--- src/rtl/lsu_mem_stage_if.sv ---
// Data-cache request/response channel between the MEM-stage LSU (master)
// and the data cache (slave).
interface lsu_mem_stage_if;
  logic        dc_req_valid;
  logic        dc_req_ready;
  logic        dc_req_we;
  logic [31:0] dc_req_addr;
  logic [31:0] dc_req_wdata;
  logic [3:0]  dc_req_wstrb;
  logic        dc_resp_valid;
  logic [31:0] dc_resp_rdata;

  modport master (
    output dc_req_valid, dc_req_we, dc_req_addr, dc_req_wdata, dc_req_wstrb,
    input  dc_req_ready, dc_resp_valid, dc_resp_rdata
  );

  modport slave (
    input  dc_req_valid, dc_req_we, dc_req_addr, dc_req_wdata, dc_req_wstrb,
    output dc_req_ready, dc_resp_valid, dc_resp_rdata
  );
endinterface

--- src/rtl/lsu_mem_stage.sv ---
// MEM-stage load/store unit: checks legality, issues one data-cache access,
// stalls the pipeline until the response (or timeout), and returns
// aligned, extended load data to writeback.
module lsu_mem_stage #(
  parameter int unsigned TIMEOUT_CYC = 256
) (
  input  logic        clk,
  input  logic        rst_n,
  input  logic        ex_valid,
  input  logic        ex_mem_read,
  input  logic        ex_mem_write,
  input  logic [2:0]  ex_funct3,
  input  logic [31:0] ex_addr,
  input  logic [31:0] ex_wdata,
  input  logic [4:0]  ex_rd,
  output logic        stall,
  lsu_mem_stage_if.master dc,
  output logic        wb_valid,
  output logic [4:0]  wb_rd,
  output logic [31:0] wb_data,
  output logic        mem_err
);

  // Counter holds 0..TIMEOUT_CYC-1 WAIT cycles.
  localparam int unsigned CW = (TIMEOUT_CYC > 1) ? $clog2(TIMEOUT_CYC) : 1;
  localparam logic [CW-1:0] CNT_LAST = CW'(TIMEOUT_CYC - 1);

  typedef enum logic [1:0] {S_IDLE, S_REQ, S_WAIT} state_t;

  state_t        state_q, state_d;
  logic [31:0]   addr_q, addr_d;
  logic [31:0]   wdata_q, wdata_d;
  logic [2:0]    f3_q, f3_d;
  logic [4:0]    rd_q, rd_d;
  logic          we_q, we_d;
  logic [CW-1:0] cnt_q, cnt_d;
  logic          wb_valid_q, wb_valid_d;
  logic [4:0]    wb_rd_q, wb_rd_d;
  logic [31:0]   wb_data_q, wb_data_d;
  logic          mem_err_q, mem_err_d;

  logic          op, f3_ok, align_ok, legal;
  logic [31:0]   rsh, ld_ext, st_data;
  logic [3:0]    st_strb;

  // Legality of the op presented by EX; read wins when both flags are set.
  always_comb begin
    op = ex_valid & (ex_mem_read | ex_mem_write);
    if (ex_mem_read)
      f3_ok = ex_funct3 inside {3'b000, 3'b001, 3'b010, 3'b100, 3'b101};
    else
      f3_ok = ex_funct3 inside {3'b000, 3'b001, 3'b010};
    case (ex_funct3[1:0])
      2'b01:   align_ok = ~ex_addr[0];
      2'b10:   align_ok = (ex_addr[1:0] == 2'b00);
      default: align_ok = 1'b1;
    endcase
    legal = f3_ok & align_ok;
  end

  // Load lane extraction and store lane replication from the latched op.
  always_comb begin
    rsh = dc.dc_resp_rdata >> {addr_q[1:0], 3'b000};
    case (f3_q)
      3'b000:  ld_ext = {{24{rsh[7]}}, rsh[7:0]};
      3'b100:  ld_ext = {24'd0, rsh[7:0]};
      3'b001:  ld_ext = {{16{rsh[15]}}, rsh[15:0]};
      3'b101:  ld_ext = {16'd0, rsh[15:0]};
      default: ld_ext = dc.dc_resp_rdata;
    endcase
    case (f3_q[1:0])
      2'b00: begin
        st_data = {4{wdata_q[7:0]}};
        st_strb = 4'b0001 << addr_q[1:0];
      end
      2'b01: begin
        st_data = {2{wdata_q[15:0]}};
        st_strb = 4'b0011 << addr_q[1:0];
      end
      default: begin
        st_data = wdata_q;
        st_strb = 4'b1111;
      end
    endcase
  end

  // Request fields are only driven while a request is outstanding.
  assign dc.dc_req_valid = (state_q == S_REQ);
  assign dc.dc_req_we    = (state_q == S_REQ) & we_q;
  assign dc.dc_req_addr  = (state_q == S_REQ) ? {addr_q[31:2], 2'b00} : '0;
  assign dc.dc_req_wdata = (state_q == S_REQ && we_q) ? st_data : '0;
  assign dc.dc_req_wstrb = (state_q == S_REQ && we_q) ? st_strb : '0;

  assign wb_valid = wb_valid_q;
  assign wb_rd    = wb_rd_q;
  assign wb_data  = wb_data_q;
  assign mem_err  = mem_err_q;

  // Next-state, operand latch, timeout counter and writeback/error pulses.
  always_comb begin
    state_d    = state_q;
    addr_d     = addr_q;
    wdata_d    = wdata_q;
    f3_d       = f3_q;
    rd_d       = rd_q;
    we_d       = we_q;
    cnt_d      = cnt_q;
    wb_valid_d = 1'b0;
    wb_rd_d    = wb_rd_q;
    wb_data_d  = wb_data_q;
    mem_err_d  = 1'b0;
    stall      = 1'b0;
    case (state_q)
      S_IDLE: begin
        if (op) begin
          if (legal) begin
            stall   = 1'b1;
            addr_d  = ex_addr;
            wdata_d = ex_wdata;
            f3_d    = ex_funct3;
            rd_d    = ex_rd;
            we_d    = ~ex_mem_read;
            state_d = S_REQ;
          end else begin
            mem_err_d = 1'b1;
          end
        end
      end
      S_REQ: begin
        stall = 1'b1;
        cnt_d = '0;
        if (dc.dc_req_ready) state_d = S_WAIT;
      end
      S_WAIT: begin
        stall = 1'b1;
        if (dc.dc_resp_valid) begin
          state_d = S_IDLE;
          cnt_d   = '0;
          if (!we_q && rd_q != 5'd0) begin
            wb_valid_d = 1'b1;
            wb_rd_d    = rd_q;
            wb_data_d  = ld_ext;
          end
        end else if (TIMEOUT_CYC != 0 && cnt_q == CNT_LAST) begin
          state_d   = S_IDLE;
          cnt_d     = '0;
          mem_err_d = 1'b1;
        end else begin
          cnt_d = cnt_q + CW'(1);
        end
      end
      default: state_d = S_IDLE;
    endcase
  end

  // State and datapath registers.
  always_ff @(posedge clk or negedge rst_n) begin
    if (!rst_n) begin
      state_q    <= S_IDLE;
      addr_q     <= '0;
      wdata_q    <= '0;
      f3_q       <= '0;
      rd_q       <= '0;
      we_q       <= 1'b0;
      cnt_q      <= '0;
      wb_valid_q <= 1'b0;
      wb_rd_q    <= '0;
      wb_data_q  <= '0;
      mem_err_q  <= 1'b0;
    end else begin
      state_q    <= state_d;
      addr_q     <= addr_d;
      wdata_q    <= wdata_d;
      f3_q       <= f3_d;
      rd_q       <= rd_d;
      we_q       <= we_d;
      cnt_q      <= cnt_d;
      wb_valid_q <= wb_valid_d;
      wb_rd_q    <= wb_rd_d;
      wb_data_q  <= wb_data_d;
      mem_err_q  <= mem_err_d;
    end
  end

endmodule
--- src/flat_wrapper.sv ---
// flat-port wrapper written by rule: the top's interface ports become plain ports
module lsu_mem_stage_flat 
#(
  parameter int unsigned TIMEOUT_CYC = 256
)
  (clk, rst_n, ex_valid, ex_mem_read, ex_mem_write, ex_funct3, ex_addr, ex_wdata, ex_rd, stall, wb_valid, wb_rd, wb_data, mem_err, dc_dc_req_valid, dc_dc_req_we, dc_dc_req_addr, dc_dc_req_wdata, dc_dc_req_wstrb, dc_dc_req_ready, dc_dc_resp_valid, dc_dc_resp_rdata);
  lsu_mem_stage_if dc_i ();
  input  logic clk;
  input  logic rst_n;
  input  logic ex_valid;
  input  logic ex_mem_read;
  input  logic ex_mem_write;
  input  logic [2:0] ex_funct3;
  input  logic [31:0] ex_addr;
  input  logic [31:0] ex_wdata;
  input  logic [4:0] ex_rd;
  output logic stall;
  output logic wb_valid;
  output logic [4:0] wb_rd;
  output logic [31:0] wb_data;
  output logic mem_err;
  output wire logic [$bits(dc_i.dc_req_valid)-1:0] dc_dc_req_valid;
  output wire logic [$bits(dc_i.dc_req_we)-1:0] dc_dc_req_we;
  output wire logic [$bits(dc_i.dc_req_addr)-1:0] dc_dc_req_addr;
  output wire logic [$bits(dc_i.dc_req_wdata)-1:0] dc_dc_req_wdata;
  output wire logic [$bits(dc_i.dc_req_wstrb)-1:0] dc_dc_req_wstrb;
  input wire logic [$bits(dc_i.dc_req_ready)-1:0] dc_dc_req_ready;
  input wire logic [$bits(dc_i.dc_resp_valid)-1:0] dc_dc_resp_valid;
  input wire logic [$bits(dc_i.dc_resp_rdata)-1:0] dc_dc_resp_rdata;
  assign dc_dc_req_valid = dc_i.dc_req_valid;
  assign dc_dc_req_we = dc_i.dc_req_we;
  assign dc_dc_req_addr = dc_i.dc_req_addr;
  assign dc_dc_req_wdata = dc_i.dc_req_wdata;
  assign dc_dc_req_wstrb = dc_i.dc_req_wstrb;
  assign dc_i.dc_req_ready = dc_dc_req_ready;
  assign dc_i.dc_resp_valid = dc_dc_resp_valid;
  assign dc_i.dc_resp_rdata = dc_dc_resp_rdata;
  lsu_mem_stage #(.TIMEOUT_CYC(TIMEOUT_CYC)) u_core (.clk(clk), .rst_n(rst_n), .ex_valid(ex_valid), .ex_mem_read(ex_mem_read), .ex_mem_write(ex_mem_write), .ex_funct3(ex_funct3), .ex_addr(ex_addr), .ex_wdata(ex_wdata), .ex_rd(ex_rd), .stall(stall), .dc(dc_i), .wb_valid(wb_valid), .wb_rd(wb_rd), .wb_data(wb_data), .mem_err(mem_err));
endmodule
--- config.mk ---
export PLATFORM = sky130hd
export DESIGN_NAME = lsu_mem_stage_flat
export DESIGN_NICKNAME = d
export VERILOG_FILES = /design/src/rtl/lsu_mem_stage_if.sv /design/src/rtl/lsu_mem_stage.sv /design/src/flat_wrapper.sv
export SDC_FILE = /design/constraint.sdc
export NUM_CORES = 1
export LEC_CHECK = 0
export BUFFER_PORTS_ARGS = -buffer_cell sky130_fd_sc_hd__buf_2
export CAP_MARGIN = 20
export CORE_MARGIN = 4
export CORE_UTILIZATION = 50
export CTS_BUF_LIST = sky130_fd_sc_hd__clkbuf_4 sky130_fd_sc_hd__clkbuf_8 sky130_fd_sc_hd__clkbuf_16
export DETAILED_ROUTE_END_ITERATION = 8
export GPL_ROUTABILITY_DRIVEN = 1
export PLACE_DENSITY_LB_ADDON = 0.15
export SYNTH_ARGS = -nofsm -noshare
export SYNTH_HDL_FRONTEND = slang
export SYNTH_SLANG_ARGS = --single-unit
--- constraint.sdc ---
create_clock -name clk -period 2 [get_ports clk]
set_input_delay 0.1 -clock clk [delete_from_list [all_inputs] [get_ports clk]]
set_output_delay 0.1 -clock clk [all_outputs]
set_load 0.02 [all_outputs]
# After elaboration in Yosys (flattened, before gate mapping)
# Index checks and enable logic that the tools add are counted.
# classes
n_div	0
mul	0
n_eq_ne	17
bitwise_logic	6
shifts	3
magnitude_cmp	0
add_sub_neg	1
muxes	28
reduce_logical	16
# ops
operator	count
$pmux W32 S4	1
$mux W32	2
$pmux W32 S2	1
$shr A32 B5 Y16	1
$mux W8	2
$pmux W8 S2	1
$eq A3 B3 Y1 const B	4
$mux W1	10
$mux W2	5
$reduce_bool A5 Y1	2
$add A8 B1 Y8 const B	1
$eq A8 B8 Y1 const B	1
$pmux W4 S2	1
$eq A2 B1 Y1 const B	3
$eq A3 B1 Y1 const B	2
$logic_not A2 Y1	3
$logic_not A3 Y1	2
$ne A2 B1 Y1 const B	3
$pmux W1 S2	3
$pmux W2 S3	1
$reduce_and A3 Y1	2
$eq A2 B2 Y1 const B	2
$mux W4	1
$reduce_and A4 Y1	1
12 further kinds	16
# word_totals
word_cells	82
output_inout_bits	110
ff_bits	122
latch_bits	0
in_bits	111
ram_bits	0
n_memories	0
romBits	0

# Longest topological paths before layout
# Gate-level depths: netlist (run 1).
# logic_depth
ltp_word	7
depth_mapped	9
depth_no_buf	8

# Worst setup path before layout (run 1)
# Ideal clock, no wire load.
# synth_path
path_type	reg-to-reg
start	register u_core.state_q[0]
end	register u_core.addr_q[0]
t_required_ns	1.875
path_buffers	2
setup_ns	0.125
path_stages_with_launch	9
synth_period_minus_slack_ns	1.838
path_slack_ns	0.162
arrival_ns	1.713
path_cell_list	dfrtp_1 inv_1 ha_1 inv_1 nor2_1 o211a_1 buf_2 buf_4 mux2_2
# synth_between
elab_chain_len	2
# synth_lines
element	line_no	rtl
start: declaration	lsu_mem_stage.sv:30	state_t state_q, state_d;
start signal: assignment	lsu_mem_stage.sv:171	state_q <= state_d;
$logic_not A2 Y1	lsu_mem_stage.sv:113	case (state_q)
$reduce_and A3 Y1 (no line)	--	
end signal: assignment	lsu_mem_stage.sv:172	addr_q <= addr_d;
end: declaration	lsu_mem_stage.sv:31	logic [31:0] addr_q, addr_d;
# Every way passes these cells.
# A chain may end at the register's enable or synchronous reset.

# Final worst setup path (run 1)
# layout_path
start	input port ex_addr[1]
end	output port stall
# layout_between
elab_chain_len	6
# layout_lines
element	line_no	rtl
start: declaration	flat_wrapper.sv:14	input logic [31:0] ex_addr;
$logic_not A2 Y1	lsu_mem_stage.sv:55	2'b10: align_ok = (ex_addr[1:0] == 2'b00);
$pmux W1 S2	lsu_mem_stage.sv:53	case (ex_funct3[1:0])
$and A1 B1 Y1	lsu_mem_stage.sv:58	legal = f3_ok & align_ok;
$mux W1	lsu_mem_stage.sv:116	if (legal) begin
$mux W1	lsu_mem_stage.sv:115	if (op) begin
$pmux W1 S2	lsu_mem_stage.sv:113	
end: declaration	flat_wrapper.sv:17	output logic stall;
# Every way passes these cells.

==> results of run 1 <==
[layer usage]
| metal | up-vias | part of all wire | track usage | routed length [um] |
|---|---|---|---|---|
| li1 | 2696 | - | - | - |
| met1 | 2760 | 0.40 | 0.328 | 7650 |
| met2 | 253 | 0.51 | 0.474 | 9690 |
| met3 | 37 | 0.070 | 0.0708 | 1350 |
| met4 | 0 | 0.023 | 0.101 | 438 |
| met5 | - | 0 | 0 | 0 |
[cell usage in the layout (no fill, tap or decap), types with 4 or more instances in the layout]
cell type and instances:
dfrtp_1 121, buf_2 216, clkinv_2 4, and3_1 8
mux2_2 74, buf_4 25, a21oi_1 65, mux2i_1 33
clkbuf_8 5, nand3_1 7, o31ai_1 7, inv_1 10
dlygate4sd3_1 74, ha_1 7, nor2_1 62, o211ai_1 8
nor2b_1 6, buf_12 5, o22ai_1 8, nand2_1 55
o21ai_0 25, clkbuf_16 17, and2_1 30
[cell type report]
| type | instances | share of cell area |
|---|---|---|
| antenna | 1 | 0.000278 |
| clock buffer | 25 | 0.0575 |
| clock inverter | 7 | 0.00974 |
| inverter | 14 | 0.00626 |
| multi-input combinational | 429 | 0.324 |
| sequential | 122 | 0.340 |
| tap | 168 | 0.0234 |
| timing repair buffer | 322 | 0.239 |
[sequential cells by signal (all words and copies together), names as in the netlist]
signal	flops
u_core.wb_valid	1
u_core.f3_q	3
u_core.wb_rd	5
u_core.cnt_q	8
u_core.state_q	2
u_core.rd_q	5
u_core.wb_data	32
u_core.we_q	1
u_core.wdata_q	32
u_core.mem_err	1
u_core.addr_q	32
[through the flow]
stage               power, mW  cell area [um^2]
floorplan                8.23              6200
global placement         9.95              7540
detailed placement       10.2              7540
CTS                      13.5              8960
global route             14.4              8990
finish                   13.6              8990
[kinds of logic after synthesis]
logic type | after synthesis | share of synthesized area
mux | 107 | 0.188
buf+inv | 55 | 0.0442
simple gates | 181 | 0.133
xor+xnor | 2 | 0.00283
compound gates | 129 | 0.122
other cells | 1 | 0.000605
flops | 122 | 0.493
fa+ha+maj | 8 | 0.0162
[power by group through the flow]
stage	Clock, mW	Combinational [mW]	Sequential [mW]
floorplan	0	3.64	4.60
global placement	0	5.64	4.31
detailed placement	0	5.79	4.38
CTS	3.14	6.05	4.35
global route	3.27	6.64	4.51
finish	3.11	6.10	4.37
[worst reg2reg max path: cells and delay by family (launching register included)]
family                 cells  cell delay (ns)
and+or+nand+nor            2             0.76
AOI/OAI and AO/OA          2             0.40
DFF                        1             0.39
buffers and inverters      1             0.23
[worst max-delay path by stage]
stage,slack [ns],start,endpoint,cells after the start
2_1_floorplan,0.16,u_core.state_q[0],u_core.addr_q[0],8
3_3_place_gp,0.16,u_core.state_q[0],u_core.wdata_q[28],7
3_5_place_dp,0.1,u_core.state_q[0],u_core.wdata_q[31],7
4_1_cts,0.004,u_core.state_q[0],stall,9
5_1_grt,-0.08,u_core.state_q[0],stall,9
6_report,0.02,ex_addr[1],stall,9
[timing repair]
action,in CTS,in global routing
cloned,1,0
gates resized for setup,11,3
endpoints found under the setup margin,11,13
buffers inserted,2,2
endpoints found under the hold margin,101,0
pin swaps,2,1
hold buffers,74,0
==> impl_metrics.toml, run 1 <==
[critical_path]
worst-path-max-fanout = 14
rr_worst_depth = 5
critPathSlowestCell = "dlygate4sd3_1"
worstPathCellList = "dlygate4sd3_1, buf_2, nand2b_1, a2bb2oi_1, o211a_4, buf_12, nor2_1, nor2_1, buf_4"
cp.required_ns = 1.90
cp.arrival_ns = 1.88
crit_buf_inv = 4
cp_top_family = "buffers and inverters"
worstReg2RegEnd = "u_core.wb_data[27]"
cp-end-kind = "output pin"
worstSetupPathType = "input port to output pin"
rrSetupSlack_ns = 0.10
timing.rr.start = "u_core.rd_q[0]"
worstSetupStartpointType = "input port"
cp_common_cell = "nor2_1"
max_stage_delay_ns = 0.56

[place]
dp_hpwl_um = 12900
numPortBuffers = 218
dp_cells = 976
dp_slack_ns = 0.0985
gp_congestion = 0.885

[floorplanning]
dieArea_um2 = 14200
num_rows = 40
die_h_um = 119
die_w_um = 119
io_pins = 221
fp.coreArea_um2 = 12100
initial_core_util = 0.514

[routing]
route.detailed.drc = 0
dr.pass1.iters = 5
drtAntennaViolNets = 0
routedWlPerCell_um = 17.6
avgViaCountPerCell = 5.28
num_vias = 5746
wirelength_um = 19100
drtIter0Drc = 382

[clock_network]
path_clk_slew_ns = 0.05
root_buffer = "clkbuf_16"
cts_buffers = 17
cts_tree = "done"
clock_path_buffers = 2
clk_latency_ns = 0.42
clkSinkCount = 122
ctsHtreeMaxLevel = 4

[logic_synthesis]
synthFlopType = "dfrtp_1"
synthDistinctLibCells = 41
ys_warn_count = 0
yosysMostFrequentCell = "dfrtp_1"
ys_seq_area_frac = 0.493
synth_cells = 605
netlist_area_um2 = 6190
synth_area_leaders = "dfrtp_1 49%, mux2_2 13%, a21oi_1 5.3%"
synth.largest_area_cell = "dfrtp_1"
synth_edf_count = 0
ys_ff_latch = 122
yosys-top-cells-count = "122 x dfrtp_1, 74 x mux2_2, 66 x a21oi_1"
async_reset_ff_frac = 1.00
syn_area_per_cell_um2 = 10.2
yosys.area.top_type_share = 0.493

[finish]
multi_input_area_um2 = 2910
nNetsFinal = 1025
final_core_util = 0.745
drive_gt1_frac = 0.403
final-instance-count-excl-fill = 1088
regArea_um2 = 3050
fill_cells = 816
area_growth_pct = 45.1

[global_routing]
grt_util_all_layers = 0.274
grt_pass1_wl_um = 31200
grt_max_degree = 53
grt_pass1_vias = 6245
antenna_found_initial = 1
overflow = 0

[sta]
maxSlewViolCount = 0
hold_viol = 0
period_share = 0.988
fmax_mhz = 506
finalCriticalPeriod_ns = 1.98
rsz0062_at_grt = "true"
slew_headroom = 0.599
fin_skew_ns = 0.00684
worst_pin_slew_ns = 0.602
timing.hold.ws_ns = 0.0124
finalSetupViolations = 0
worst_slack_ns = 0.0231
setup_tns_ns = 0

[hold_path]
holdPathStages = 3
hp-class = "input port to flop"
min_to = "u_core.wb_data[0]"
hold_path.startpoint = "dc_dc_resp_rdata[0]"

[power]
p_switching_mw = 5.39
p_comb_frac = 0.449
swShare = 0.397
power_frac_clock = 0.229
power.density_nw_per_um2 = 1510
max-vdd-ir-drop_mv = 0.858
pwr-share-seq = 0.322
cell_internal_pwr_mw = 8.19
p_leak_nw = 4.46

[outcome]
outcome = "completed"

[run]
max_cap_viol_count = 0
Power figures use the tool's default switching activity.
==> run 2, diff against run 1 <==
==> constraint.sdc (replaced) <==
create_clock -name clk -period 2 [get_ports clk]
set_input_delay 0.4 -clock clk [delete_from_list [all_inputs] [get_ports clk]]
set_output_delay 0.4 -clock clk [all_outputs]
set_load 0.02 [all_outputs]
==> run 2 against run 1 <==
Net effect:
- the run now ends with negative setup slack left
- critical endpoint is now dc_dc_req_wdata[19]
- first-iteration DRC count rose by 3.4%
- power rose by 2.3%
- critical path type is now flop to output pin
- combinational power rose by 8.4%
- global-route usage fell by 2.2 points
- cell area fell by 4.3%
- critical path depth fell by 3
- routed wire length fell by 6.0%
- highest routed layer unchanged
- largest cell class is now multi-input gates
==> impl_metrics.toml, run 2 (same netlist as run 1, synthesis figures left out) <==
[sta]
worst_slack_ns = -0.107
maxSlewViolCount = 0
fin_skew_ns = 0.00441
period_share = 1.05
slew_headroom = 0.528
rsz0062_at_grt = "true"
setup_tns_ns = -3.17
finalCriticalPeriod_ns = 2.11
finalSetupViolations = 67
hold_viol = 0
worst_pin_slew_ns = 0.709
fmax_mhz = 475

[finish]
nNetsFinal = 963
fill_cells = 890
diodes = 0
drive_gt1_frac = 0.474
final-instance-count-excl-fill = 1023
mostFrequentLayoutCell = "buf_2"
multi_input_area_um2 = 3090
mostFrequentLayoutCells = "183 x buf_2, 121 x dfrtp_1, 74 x mux2_2"
final_core_util = 0.713
regArea_um2 = 3050
area_growth_pct = 38.9

[floorplanning]
dieArea_um2 = 14200
io_pins = 221
die_w_um = 119
die_h_um = 119
initial_core_util = 0.514
num_rows = 40
fp.coreArea_um2 = 12100

[power]
p_switching_mw = 5.61
p_comb_frac = 0.476
cell_internal_pwr_mw = 8.28
power.density_nw_per_um2 = 1610
pwr-share-seq = 0.316
p_total_mw = 13.9
power_frac_clock = 0.207
p_leak_nw = 4.19
swShare = 0.404
max-vdd-ir-drop_mv = 1.02

[global_routing]
antenna_found_initial = 0
overflow = 0
grt_max_degree = 123
grt_util_all_layers = 0.252
grt_pass1_vias = 5727
grt_pass1_wl_um = 28600

[critical_path]
timing.rr.start = "u_core.state_q[1]"
crit_start = "u_core.state_q[1]"
cp.arrival_ns = 1.71
cp-end-kind = "output pin"
cp.required_ns = 1.60
worst-path-max-fanout = 13
worstSetupPathType = "flop to output pin"
worstSetupStartpointType = "flop"
rr_worst_depth = 9

[routing]
dr.pass1.iters = 5
routedWlPerCell_um = 17.6
drtAntennaViolNets = 0
drtIter0Drc = 395
route.detailed.drc = 0
num_vias = 5506
wirelength_um = 18000
avgViaCountPerCell = 5.38

[clock_network]
cts_buffers = 17
clkSinkCount = 122
cts_tree = "done"
root_buffer = "clkbuf_16"
clk_latency_ns = 0.41
clock_path_buffers = 2
ctsHtreeMaxLevel = 4
path_clk_slew_ns = 0.05

[hold_path]
hp-class = "input port to async pin"

[place]
gp_congestion = 0.858
dp_hpwl_um = 12500
numPortBuffers = 218
dp_cells = 985

[outcome]
outcome = "complete, but fails checks"
violations = "negative setup slack"

[run]
max_cap_viol_count = 0
[run 2: path summary, 6_finish.rpt]
check / endpoint / slack (ns)
max in group asynchronous: u_core.f3_q[1] / 1.38
min in group clk: u_core.we_q / 0.20
min reg2reg: u_core.wb_data[13] / 0.48
max reg2reg: u_core.wdata_q[22] / 0.07
max: dc_dc_req_wdata[19] / -0.11
min: u_core.cnt_q[4] / 0.02
[run 2: power groups by stage]
stage | clock network (mW) | logic (mW) | registers [mW]
2_1_floorplan | 0 | 3.67 | 4.60
3_3_place_gp | 0 | 5.76 | 4.32
3_5_place_dp | 0 | 5.89 | 4.38
4_1_cts | 2.92 | 6.42 | 4.37
5_1_grt | 3.04 | 7.16 | 4.53
6_report | 2.88 | 6.61 | 4.39
[run 2: worst max-delay path, cell delays in order (launching register included)]
cell,delay [ns]
dfrtp_1,0.40
inv_2,0.11
ha_4,0.21
nand2_8,0.09
buf_12,0.17
nor2_2,0.16
buf_6,0.14
[run 2: area by class of cell]
class,count,area share
Sequential cell,122,0.355
Timing Repair Buffer,260,0.191
Clock buffer,22,0.0567
Inverter,14,0.00611
Tap cell,168,0.0244
Multi-Input combinational cell,429,0.359
Clock inverter,8,0.00814
[run 2: metrics by stage]
stage	area (um^2)	hold WS (ns)	worst slack, ns
after global placement	7600	0.462	-0.0410
after global routing	8610	0.125	-0.138
final	8610	0.0212	-0.107
after CTS	8480	0.111	-0.0952
after detailed placement	7600	0.458	-0.108
after floorplan	6220	0.104	-0.0121
[run 2: repair_timing]
action | CTS | global route
buffers inserted | 6 | 1
hold buffers | 0 | 0
gates resized for setup | 73 | 31
gates cloned | 1 | 0
endpoints found under the setup margin | 69 | 71
pin swaps | 3 | 1
[run 2: routing by layer]
metal  GRT usage  share of wire  routed length, um  vias up
met1       0.320           0.41               7370     2681
met5           0              0                  0        -
met3      0.0670          0.074               1320       28
met4      0.0838          0.019                338        0
met2       0.418           0.50               8940      221
li1            -              -                  -     2576
